===== config.mk =====
export PLATFORM = sky130hd
export DESIGN_NAME = mrd_rdx5_feed_flat
export DESIGN_NICKNAME = d
export VERILOG_FILES = /design/src/rtl/mrd_rdx5_feed_if.sv /design/src/rtl/mrd_rdx5_feed.sv /design/src/flat_wrapper.sv
export SDC_FILE = /design/constraint.sdc
export NUM_CORES = 1
export LEC_CHECK = 0
export ABC_AREA = 1
export CELL_PAD_IN_SITES_DETAIL_PLACEMENT = 1
export CELL_PAD_IN_SITES_GLOBAL_PLACEMENT = 1
export CORE_ASPECT_RATIO = 0.7
export CORE_MARGIN = 8
export CORE_UTILIZATION = 43
export DETAILED_ROUTE_END_ITERATION = 8
export HOLD_SLACK_MARGIN = 0.15
export MAX_ROUTING_LAYER = met4
export PLACE_DENSITY = 0.92
export SYNTH_ARGS = -nofsm -noshare
export SYNTH_HDL_FRONTEND = slang
export SYNTH_SLANG_ARGS = --single-unit

===== constraint.sdc =====
create_clock -name clk -period 3.3 [get_ports clk]
set_input_delay 0.66 -clock clk [delete_from_list [all_inputs] [get_ports clk]]
set_output_delay 0.66 -clock clk [all_outputs]
set_load 0.03 [all_outputs]

===== src/rtl/mrd_rdx5_feed_if.sv =====
// mrd_rdx5_feed_if: serial sample input and parallel 5-point group output of the radix-5 feeder
interface mrd_rdx5_feed_if;
  logic in_val;
  logic in_sop;
  logic signed [17:0] din_real;
  logic signed [17:0] din_imag;
  logic [3:0] exp_in;
  logic out_val;
  logic signed [17:0] dout_real [0:4];
  logic signed [17:0] dout_imag [0:4];
  logic [1:0] margin_out;
  logic [3:0] exp_out;
  logic seq_err;
  modport master (
    output in_val, in_sop, din_real, din_imag, exp_in,
    input out_val, dout_real, dout_imag, margin_out, exp_out, seq_err
  );
  modport slave (
    input in_val, in_sop, din_real, din_imag, exp_in,
    output out_val, dout_real, dout_imag, margin_out, exp_out, seq_err
  );
endinterface


===== src/rtl/mrd_rdx5_feed.sv =====
// mrd_rdx5_feed: collects 5 serial complex samples into one parallel group with block exponent and headroom
module mrd_rdx5_feed #(
  parameter int MAX_MARGIN = 3
) (
  input logic clk,
  input logic rst_n,
  mrd_rdx5_feed_if.slave bus
);
  localparam logic [1:0] CAP = 2'(MAX_MARGIN);
  function automatic logic [1:0] headroom(input logic [17:0] v);
    logic [1:0] r;
    r = v[16] != v[17] ? 2'd0 : v[15] != v[17] ? 2'd1 : v[14] != v[17] ? 2'd2 : 2'd3;
    return r > CAP ? CAP : r;
  endfunction
  logic [2:0] idx_q, idx_d, slot;
  logic [1:0] min_q, min_d, m_re, m_im, m_in, grp_min;
  logic sop, last;
  logic [3:0] exp_q, exp_out_q;
  logic signed [17:0] re_q [0:3];
  logic signed [17:0] im_q [0:3];
  logic signed [17:0] dout_re_q [0:4];
  logic signed [17:0] dout_im_q [0:4];
  logic [1:0] margin_q;
  logic out_val_q, seq_err_q;
  always_comb begin
    sop = bus.in_val && bus.in_sop;
    slot = sop ? 3'd0 : idx_q;
    last = bus.in_val && slot == 3'd4;
    idx_d = sop ? 3'd1 : idx_q == 3'd4 ? 3'd0 : idx_q + 3'd1;
    m_re = headroom(bus.din_real);
    m_im = headroom(bus.din_imag);
    m_in = m_re < m_im ? m_re : m_im;
    grp_min = min_q < m_in ? min_q : m_in;
    min_d = slot == 3'd0 ? m_in : grp_min;
  end
  // slot 4 never lands in re_q/im_q: it goes straight into the output register
  always_ff @(posedge clk or negedge rst_n) begin
    if (!rst_n) begin
      idx_q <= '0;
      min_q <= CAP;
      exp_q <= '0;
      exp_out_q <= '0;
      margin_q <= '0;
      out_val_q <= 1'b0;
      seq_err_q <= 1'b0;
      for (int k = 0; k < 4; k++) begin
        re_q[k] <= '0;
        im_q[k] <= '0;
      end
      for (int k = 0; k < 5; k++) begin
        dout_re_q[k] <= '0;
        dout_im_q[k] <= '0;
      end
    end else begin
      out_val_q <= last;
      seq_err_q <= sop && idx_q != 3'd0;
      if (bus.in_val) begin
        idx_q <= idx_d;
        min_q <= min_d;
        if (slot == 3'd0) exp_q <= bus.exp_in;
        if (!last) begin
          re_q[slot[1:0]] <= bus.din_real;
          im_q[slot[1:0]] <= bus.din_imag;
        end
      end
      if (last) begin
        dout_re_q <= '{re_q[0], re_q[1], re_q[2], re_q[3], bus.din_real};
        dout_im_q <= '{im_q[0], im_q[1], im_q[2], im_q[3], bus.din_imag};
        margin_q <= grp_min;
        exp_out_q <= exp_q;
      end
    end
  end
  assign bus.out_val = out_val_q;
  assign bus.seq_err = seq_err_q;
  assign bus.margin_out = margin_q;
  assign bus.exp_out = exp_out_q;
  assign bus.dout_real = dout_re_q;
  assign bus.dout_imag = dout_im_q;
endmodule


===== src/flat_wrapper.sv =====
// flat-port wrapper written by rule: the top's interface ports become plain ports
module mrd_rdx5_feed_flat 
#(
  parameter int MAX_MARGIN = 3
)
  (clk, rst_n, bus_in_val, bus_in_sop, bus_din_real, bus_din_imag, bus_exp_in, bus_out_val, bus_dout_real, bus_dout_imag, bus_margin_out, bus_exp_out, bus_seq_err);
  mrd_rdx5_feed_if bus_i ();
  input logic clk;
  input logic rst_n;
  input wire logic [$bits(bus_i.in_val)-1:0] bus_in_val;
  input wire logic [$bits(bus_i.in_sop)-1:0] bus_in_sop;
  input wire logic [$bits(bus_i.din_real)-1:0] bus_din_real;
  input wire logic [$bits(bus_i.din_imag)-1:0] bus_din_imag;
  input wire logic [$bits(bus_i.exp_in)-1:0] bus_exp_in;
  output wire logic [$bits(bus_i.out_val)-1:0] bus_out_val;
  output wire logic [$bits(bus_i.dout_real)-1:0] bus_dout_real;
  output wire logic [$bits(bus_i.dout_imag)-1:0] bus_dout_imag;
  output wire logic [$bits(bus_i.margin_out)-1:0] bus_margin_out;
  output wire logic [$bits(bus_i.exp_out)-1:0] bus_exp_out;
  output wire logic [$bits(bus_i.seq_err)-1:0] bus_seq_err;
  assign bus_i.in_val = bus_in_val;
  assign bus_i.in_sop = bus_in_sop;
  assign bus_i.din_real = bus_din_real;
  assign bus_i.din_imag = bus_din_imag;
  assign bus_i.exp_in = bus_exp_in;
  assign bus_out_val = bus_i.out_val;
  assign bus_dout_real = {>>{bus_i.dout_real}};
  assign bus_dout_imag = {>>{bus_i.dout_imag}};
  assign bus_margin_out = bus_i.margin_out;
  assign bus_exp_out = bus_i.exp_out;
  assign bus_seq_err = bus_i.seq_err;
  mrd_rdx5_feed #(.MAX_MARGIN(MAX_MARGIN)) u_core (.clk(clk), .rst_n(rst_n), .bus(bus_i));
endmodule

**After elaboration in Yosys (flattened, before gate mapping)**

Index checks and enable logic that the tools add are counted.

- Register bits: 341
- Input bits: 44
- Output and inout port bits: 188
- Word-level logic and storage cells: 68

- $add $sub $neg: 1
- Magnitude comparators: 6
- Eq/ne operators: 8
- Muxes and demuxes: 18
- Bitwise logic cells: 2
- Reduce and logical (&&, ||, !) cells: 8

Operators with widths:

| kind | number |
|---|---|
| bitwise mux 72 bit | 2 |
| demux 18 bit (select 2 bit) | 1 |
| 2-to-1 mux 18 bit | 1 |
| 2-to-1 mux 2 bit | 9 |
| 2-to-1 mux 3 bit | 3 |
| == test 3 bit, second input constant | 2 |
| inequality test 1 bit | 6 |
| greater-than comparator 2 bit, second input constant | 2 |
| logical AND 1 bit | 4 |
| less-than comparator 2 bit | 2 |
| AND reduction 2 bit | 2 |
| adder 3 x 1 -> 3 bit, second input constant | 1 |
| greater-or-equal comparator 3 bit, second input constant | 1 |
| logical NOT 3 bit | 1 |
| less-than comparator 3 x 1 -> 1 bit, second input constant | 1 |
| inverter 2 -> 3 bit | 1 |
| nonzero test 3 bit | 1 |
| 2-to-1 mux 1 bit | 2 |
| inverter 1 bit | 1 |

**Longest topological paths before layout**

Gate-level depths: netlist (run 1).

- Depth after elaboration: 11
- Gate-level depth with buffers: 14
- Gate-level depth less buffers: 13

**Least setup slack after synthesis (run 1)**

Ideal clock, no wire load.

- Path kind: input-to-reg
- Start: input bus_din_real[17]
- End: register u_core.margin_q[0], in the netlist u_core.bus.margin_out[0]
- Library setup time: 0.117 ns
- Arrival: 2.002 ns
- Required time: 3.183 ns
- Path slack: 1.181 ns
- Stages: 9
- Path buffers: 1
- Cell sequence: clkbuf_1 nand2_1 a21oi_1 ha_1 inv_1 ha_1 or2_2 nand3_1 nand2_1

- Cells in the longest elaborated chain, start to end: 10
- Elaborated cells between the ends (all ways): 12
- Those cells by class: 3 x order compare; 3 x eq/ne; 6 x mux

Ends and longest elaborated chain:

| what | RTL line | source |
|---|---|---|
| from (decl) | flat_wrapper.sv:12 | `input wire logic [$bits(bus_i.din_real)-1:0] bus_din_real;` |
| inequality test 1 bit | mrd_rdx5_feed.sv:12 | `r = v[16] != v[17] ? 2'd0 : v[15] != v[17] ? 2'd1 : v[14] != v[17] ? 2'd2 : 2'd3;` |
| 2-to-1 mux 1 bit | mrd_rdx5_feed.sv:12 |  |
| 2-to-1 mux 2 bit | mrd_rdx5_feed.sv:12 |  |
| 2-to-1 mux 2 bit * | mrd_rdx5_feed.sv:12 |  |
| greater-than comparator 2 bit | mrd_rdx5_feed.sv:13 | `return r > CAP ? CAP : r;` |
| 2-to-1 mux 2 bit * | mrd_rdx5_feed.sv:13 |  |
| less-than comparator 2 bit | mrd_rdx5_feed.sv:32 | `m_in = m_re < m_im ? m_re : m_im;` |
| 2-to-1 mux 2 bit * | mrd_rdx5_feed.sv:32 |  |
| less-than comparator 2 bit | mrd_rdx5_feed.sv:33 | `grp_min = min_q < m_in ? min_q : m_in;` |
| 2-to-1 mux 2 bit * | mrd_rdx5_feed.sv:33 |  |
| to (signal assigned) | mrd_rdx5_feed.sv:69 | `margin_q <= grp_min;` |
| to (decl) | mrd_rdx5_feed.sv:23 | `logic [1:0] margin_q;` |

Mark *: on every way between the ends. The rest lies on a longest branch, timed or not.
A chain may end at the register's enable or synchronous reset.

**Worst setup path after layout (run 1)**

- Start: input bus_in_val
- End: register u_core.re_q[59] (netlist name)

- Cells in the longest elaborated chain, start to end: 8
- Elaborated cells between the ends (all ways): 13
- Those cells by class: 2 x order compare; 1 x eq/ne; 4 x mux; 2 x bitwise; 4 x reduce/logical

Ends and longest elaborated chain:

| what | RTL line | source |
|---|---|---|
| from (decl) | flat_wrapper.sv:10 | `input wire logic [$bits(bus_i.in_val)-1:0] bus_in_val;` |
| logical AND 1 bit | mrd_rdx5_feed.sv:26 | `sop = bus.in_val && bus.in_sop;` |
| 2-to-1 mux 3 bit | mrd_rdx5_feed.sv:27 | `slot = sop ? 3'd0 : idx_q;` |
| inverter 2 -> 3 bit (implied by the code) | mrd_rdx5_feed.sv:62 | `re_q[slot[1:0]] <= bus.din_real;` |
| greater-or-equal comparator 3 bit (implied by the code) or less-than comparator 3 x 1 -> 1 bit (tied branches) | mrd_rdx5_feed.sv:62 |  |
| logical AND 1 bit (implied by the code) | mrd_rdx5_feed.sv:62 |  |
| 2-to-1 mux 18 bit (implied by the code) | mrd_rdx5_feed.sv:62 |  |
| demux 18 bit (select 2 bit) | mrd_rdx5_feed.sv:62 |  |
| bitwise mux 72 bit | mrd_rdx5_feed.sv:62 |  |
| to (signal, indexed assignment) | mrd_rdx5_feed.sv:62 |  |
| to (decl) | mrd_rdx5_feed.sv:19 | `logic signed [17:0] re_q [0:3];` |

Several ways; a longest one is shown, not always the timed one.

==> flow_metrics.py, run 1 <==
metrics = {
    "cts": {
        "post_cts.repair.setup_buffers": 0,
        "ctsRootBufferMaster": "clkbuf_16",
        "cts.repair.resized": 0,
        "clkSlewWorstSetupHoldPaths_ns": 0.06,
        "clk_latency_ns": 0.51,
        "cts_buffer_depth": 3,
        "postCtsHoldBufs": 0,
        "cts_tree": "yes",
        "cts.sink_count": 341,
        "numCtsBuffers": 36,
        "htree_levels": 2,
    },
    "critical_path": {
        "worst-r2r-cell-count": 5,
        "crit_path_end_kind": "flop",
        "start_kind": "input port",
        "r2r-end": "u_core.re_q[59]",
        "r2r_start": "u_core.idx_q[0]",
        "worst-setup-path-type": "in2reg",
        "crit_fanout": 63,
        "critPathArrivalTime_ns": 2.76,
        "required_ns": 3.64,
        "reg2reg_slack_ns": 1.31,
    },
    "drt": {
        "dr_total_vias": 10085,
        "drtPass1Iterations": 5,
        "routed_wl_mm": 41.13,
        "drc": 0,
        "antenna_left": 0,
        "drtIter0Drc": 758,
        "avgViaCountPerCell": 5.117,
        "wire_per_inst_um": 20.87,
    },
    "grt": {
        "first_global_vias": 11055,
        "grt_pass1_wl_mm": 65.11,
        "gr-total-overflow": 0,
        "grt_max_degree": 147,
        "antenna_found_initial": 0,
        "grtUsageTotal_pct": 23.53,
    },
    "logic_synthesis": {
        "synth_cell_types": 25,
        "ys_ff_latch": 341,
        "syn-num-nets": 1396,
        "synth_edf_count": 0,
        "yosys.area_share.simple_pct": 14.07,
        "netlist_area_um2": 12930,
        "synth.area.top_cells": "dfrtp_1 66%, nand2_1 13%, o21ai_0 10%",
        "yosysMostFrequentCell": "nand2_1",
        "synth_top_family_by_area": "simple AND/OR/NAND/NOR gates",
        "syn_inst": 1346,
        "synth_top_cell_area_share_pct": 65.62,
        "yosysWarnings": 0,
        "ys_async_sr_fraction_pct": 100.0,
        "synth-compound-area-share_pct": 11.64,
        "synth_commonest_cells": "444 x nand2_1, 339 x dfrtp_1, 271 x o21ai_0",
        "synth_ff_type": "dfrtp_1",
        "synth.avg_cell_area_um2": 9.604,
        "synth_fa_ha_area_share_pct": 0.5807,
        "synthMuxAreaShare_pct": 0,
        "synth_xor_area_share_pct": 0.1355,
        "seq_area_frac_synth_pct": 66.03,
        "yosysTopAreaCell": "dfrtp_1",
    },
    "finish": {
        "drive_gt1_share_pct": 5.422,
        "layoutNonFillerInstCount": 1971,
        "nets": 1610,
        "synthToLayoutAreaGrowth_pct": 29.94,
        "n_antenna_cell": 0,
        "utilization_pct": 56.41,
    },
    "floorplanning": {
        "std_cell_rows": 53,
        "die_h_um": 161.1,
        "dieArea_um2": 35960,
        "start_util_pct": 43.42,
        "ios": 232,
        "core_area_um2": 29770,
        "die_x_um": 223.2,
    },
    "timing": {
        "hold_viol": 0,
        "clock.fmax_ghz": 0.4124,
        "setup_violations": 0,
        "fin_crit_sh_pct": 73.49,
        "fin_crit_ns": 2.425,
        "worst_slew_pin_slew_ns": 1.003,
        "fin_skew_ns": 0.01113,
        "rsz0062_at_grt": "no",
        "setup-tns-final_ns": 0,
        "maxSlewViolCount": 0,
        "slew_headroom_pct": 33.12,
    },
    "placement": {
        "dpl.hpwl_mm": 28.42,
        "routabilityCongestion": 0.8397,
        "port_buffers": 231,
        "dp.cells": 1907,
    },
    "pwr": {
        "p_leak_nw": 8.039,
        "power_w": 0.01758,
        "power.density_nw_per_um2": 1046,
        "max-vdd-ir-drop_uv": 689.1,
    },
    "run": {
        "max-cap-violations": 0,
    },
    "worst_hold_path": {
        "hold_class": "in2async",
    },
    "outcome": {
        "status": "finished, final reports clean",
    },
}
[cell families (layout without fill, tap and decap cells)]
kind of cell    count (synthesis)  in the layout
fa+ha+maj                       6              6
compound gates                299            299
buf+inv                       234            474
simple gates                  464            464
flops                         341            341
xor+xnor                        2              2
[registers in the layout, indices dropped and copies added (netlist names), 2 cells and up]
register / flops
u_core.bus.dout_imag: 90
u_core.bus.dout_real: 90
u_core.im_q: 72
u_core.re_q: 72
u_core.bus.exp_out: 4
u_core.exp_q: 4
u_core.idx_q: 3
u_core.bus.margin_out: 2
u_core.min_q: 2
[critical path: stages]
cell,delay (ns)
clkdlybuf4s50_1,0.61
nand2_2,0.23
nand2_1,0.13
nand2_1,0.10
nor2_1,0.06
inv_2,0.72
o21ai_0,0.21
[per-stage QoR]
| step | hold WS [ns] | setup slack [ns] | cell area (µm²) |
|---|---|---|---|
| 3_5_place_dp | 0.4629 | 0.4121 | 15650 |
| 5_1_grt | 0.2065 | 0.6698 | 16800 |
| 3_3_place_gp | 0.4539 | 0.5732 | 15650 |
| 4_1_cts | 0.2123 | 0.8823 | 16800 |
| 2_1_floorplan | 0.3644 | 1.181 | 12930 |
| 6_report | 0.1906 | 0.8749 | 16800 |
[where the power goes]
part | total (W) | leakage [nW] | switching, W | internal, W
Clock | 0.00397 | 0.565 | 0.00164 | 0.00233
Sequential | 0.00694 | 4.28 | 0.000982 | 0.00596
Combinational | 0.00666 | 3.19 | 0.00416 | 0.00250
Total | 0.0176 | 8.04 | 0.00678 | 0.0108
[per-layer routing]
layer | up-vias | wire, µm | track usage [%]
met5 | - | 0 | -
met4 | 0 | 978 | 6.121
met3 | 58 | 2050 | 5.181
met2 | 234 | 19220 | 36.35
met1 | 5171 | 18880 | 31.41
li1 | 4622 | - | -
[layout by cell type (no fill, tap or decap), types with 2 or more instances in the layout]
cell,netlist,layout
nand2_1,444,444
dfrtp_1,339,339
o21ai_0,271,271
clkdlybuf4s50_1,0,230
inv_1,157,157
clkbuf_16,0,37
o21ai_1,22,22
buf_12,0,12
clkbuf_1,27,11
nand3_1,9,9
clkbuf_8,0,8
buf_4,10,7
ha_1,6,6
clkinv_2,0,4
nor2_1,3,3
inv_2,3,3
a21oi_1,3,3
xor2_1,2,2
nor3_4,2,2
or2_2,2,2
o211ai_1,2,2
inv_6,0,2
dfstp_2,2,2
[layout make-up]
type	count	area, µm²
fill	3276	12980
sequential	341	8536
multi-input combinational	771	3417
timing repair buffer	250	2610
clock buffer	56	1077
inverter	160	600.6
tap	385	481.7
clock inverter	8	75.07
[how the worst max path moves through the flow]
| stage | slack [ns] | depth (start not counted) | endpoint | startpoint |
|---|---|---|---|---|
| after global placement | 0.57 | 10 | u_core.bus.margin_out[0] | bus_din_real[16] |
| final | 0.87 | 7 | u_core.re_q[59] | bus_in_val |
| after global routing | 0.67 | 7 | u_core.im_q[62] | bus_in_val |
| after floorplan | 1.18 | 9 | u_core.bus.margin_out[0] | bus_din_real[17] |
| after detailed placement | 0.41 | 7 | u_core.re_q[63] | bus_in_val |
| after CTS | 0.88 | 7 | u_core.re_q[63] | bus_in_val |
Note: power is estimated with default switching activity, not from simulation.
==> run 2: changes to the inputs <==
--- a/config.mk
+++ b/config.mk
@@ -10,11 +10,11 @@
 export CELL_PAD_IN_SITES_GLOBAL_PLACEMENT = 1
 export CORE_ASPECT_RATIO = 0.7
 export CORE_MARGIN = 8
-export CORE_UTILIZATION = 43
+export CORE_UTILIZATION = 40
 export DETAILED_ROUTE_END_ITERATION = 8
 export HOLD_SLACK_MARGIN = 0.15
 export MAX_ROUTING_LAYER = met4
-export PLACE_DENSITY = 0.92
+export PLACE_DENSITY = 0.87
 export SYNTH_ARGS = -nofsm -noshare
 export SYNTH_HDL_FRONTEND = slang
 export SYNTH_SLANG_ARGS = --single-unit
==> constraint.sdc (replaced) <==
create_clock -name clk -period 2.3 [get_ports clk]
set_input_delay 0.46 -clock clk [delete_from_list [all_inputs] [get_ports clk]]
set_output_delay 0.46 -clock clk [all_outputs]
set_load 0.03 [all_outputs]
==> flow_metrics.py, run 2 (synthesized netlist as in run 1, its figures left out) <==
metrics = {
    "drt": {
        "routed_wl_mm": 41.60,
        "avgViaCountPerCell": 4.949,
        "antenna_left": 0,
        "dr_total_vias": 10125,
        "drtPass1Iterations": 5,
        "drtIter0Drc": 775,
        "wire_per_inst_um": 20.33,
        "drc": 0,
    },
    "finish": {
        "layout_commonest_cell": "nand2_1",
        "drive_gt1_share_pct": 7.474,
        "layoutNonFillerInstCount": 2046,
        "nets": 1645,
        "final_cell_area_um2": 17200,
        "n_antenna_cell": 0,
        "final_cell_mix": "444 x nand2_1, 339 x dfrtp_1, 271 x o21ai_0, 230 x clkdlybuf4s50_1, 157 x inv_1",
        "synthToLayoutAreaGrowth_pct": 33.02,
    },
    "timing": {
        "slew_headroom_pct": 63.98,
        "setup-tns-final_ns": 0,
        "clock.fmax_ghz": 0.4716,
        "hold_viol": 0,
        "fin_skew_ns": 0.02102,
        "setup_violations": 0,
        "fin_crit_ns": 2.120,
        "rsz0062_at_grt": "no",
        "fin_crit_sh_pct": 92.19,
        "worst_slew_pin_slew_ns": 0.5386,
        "finalWorstSetupSlack_ns": 0.1795,
        "whs_ns": 0.4731,
        "maxSlewViolCount": 0,
    },
    "floorplanning": {
        "die_h_um": 166.4,
        "dieArea_um2": 38420,
        "core_area_um2": 32070,
        "die_x_um": 230.9,
        "ios": 232,
        "std_cell_rows": 55,
        "start_util_pct": 40.31,
    },
    "cts": {
        "clkSlewWorstSetupHoldPaths_ns": 0.06,
        "clk_latency_ns": 0.53,
        "htree_levels": 2,
        "cts_tree": "yes",
        "numCtsBuffers": 35,
        "cts.sink_count": 341,
        "cts_buffer_depth": 3,
        "ctsRootBufferMaster": "clkbuf_16",
    },
    "critical_path": {
        "crit_path_end_kind": "output pin",
        "required_ns": 1.84,
        "critical-path-slowest-cell": "clkdlybuf4s50_1",
        "worst-setup-path-type": "reg2out",
        "start_kind": "flop",
        "path_buf_inv": 1,
        "path_delay_family": "buffers and inverters",
        "critical_path.cell_chain": "clkdlybuf4s50_1",
        "slowest_delay_ns": 0.76,
        "critPathArrivalTime_ns": 1.66,
        "worst-r2r-cell-count": 5,
        "path_depth": 1,
        "crit_fanout": 2,
    },
    "pwr": {
        "clock_power_share_pct": 21.9,
        "power.density_nw_per_um2": 1458,
        "max-vdd-ir-drop_uv": 927.4,
        "cellInternalPower_w": 0.01533,
        "p_leak_nw": 8.235,
        "switchingPower_w": 0.009745,
        "pwr-share-comb_pct": 38.4,
        "swShare_pct": 38.87,
        "seq_power_share_pct": 39.7,
    },
    "placement": {
        "dp.cells": 1984,
        "dpl.hpwl_mm": 29.99,
        "pre_cts_ws_ns": -0.2927,
        "dpl-instance-area_um2": 16090,
        "port_buffers": 231,
        "routabilityCongestion": 0.8448,
    },
    "run": {
        "max-cap-violations": 0,
    },
    "outcome": {
        "status": "finished, final reports clean",
    },
    "grt": {
        "grt_pass1_wl_mm": 65.58,
        "antenna_found_initial": 1,
        "grt_max_degree": 73,
        "grtUsageTotal_pct": 22.29,
        "first_global_vias": 11158,
        "gr-total-overflow": 0,
    },
    "worst_hold_path": {
        "holdPathStages": 2,
        "hold_class": "reg2reg",
    },
}
-- run 2: cell types whose count changed in the layout (fill, tap and decap cells not counted), sizes merged --
cell,change
clkinvlp,+1
bufinv,-1
dlygate4sd3,+1
buf,+35
clkbuf,-5
clkinv,+3
inv,-1
-- run 2: path summary, 6_finish.rpt --
path / end / slack (ns) / startpoint
max: bus_dout_real[32] / 0.18 / u_core.bus.dout_real[32]
min: u_core.bus.dout_imag[75] / 0.47 / u_core.im_q[57]
max reg2reg: u_core.bus.dout_real[20] / 0.61 / u_core.idx_q[0]
min reg2reg: u_core.bus.dout_imag[75] / 0.47 / u_core.im_q[57]
max in group asynchronous: u_core.bus.dout_imag[69] / 1.07 / rst_n
min in group asynchronous: u_core.re_q[59] / 0.49 / rst_n
-- run 2: repair_timing --
| action | in CTS | in global routing |
|---|---|---|
| endpoints found under the setup margin | 0 | 0 |
| endpoints found under the hold margin | 46 | 0 |
| buffers inserted | 0 | 0 |
| gates resized for setup | 0 | 0 |
| hold buffers | 1 | 0 |
-- run 2: cell type report --
cell class	instances	area [µm²]
clock buffers	51	1027
multi-input cells	771	3417
well taps	427	534.3
repair buffers	286	3008
flip-flops and latches	341	8536
clock inverters	10	73.82
fillers	3630	14870
inverters	160	600.6
-- run 2: power by group through the flow --
| stage | Clock [W] | Combinational (W) | Sequential [W] |
|---|---|---|---|
| after floorplan | 0 | 0.00221 | 0.0126 |
| final | 0.00550 | 0.00962 | 0.00995 |
| after CTS | 0.00564 | 0.00978 | 0.00997 |
| after global routing | 0.00584 | 0.0104 | 0.0102 |
| after global placement | 0 | 0.00928 | 0.00986 |
| after detailed placement | 0 | 0.00967 | 0.0100 |
-- run 2: metrics by stage --
stage / total power [W] / util, %
final: 0.02507 / 53.62
after global routing: 0.02642 / 53.62
after CTS: 0.02539 / 53.62
after detailed placement: 0.01968 / 50.16
after global placement: 0.01913 / 50.16
after floorplan: 0.01480 / -
-- run 2: metal layers --
layer / global-route usage [%] / vias up / share of wire [%]
li1: - / 4676 / -
met1: 30.66 / 5110 / 47
met2: 33.19 / 260 / 45
met3: 4.057 / 79 / 4.6
met4: 7.477 / 0 / 3.4
met5: - / - / 0
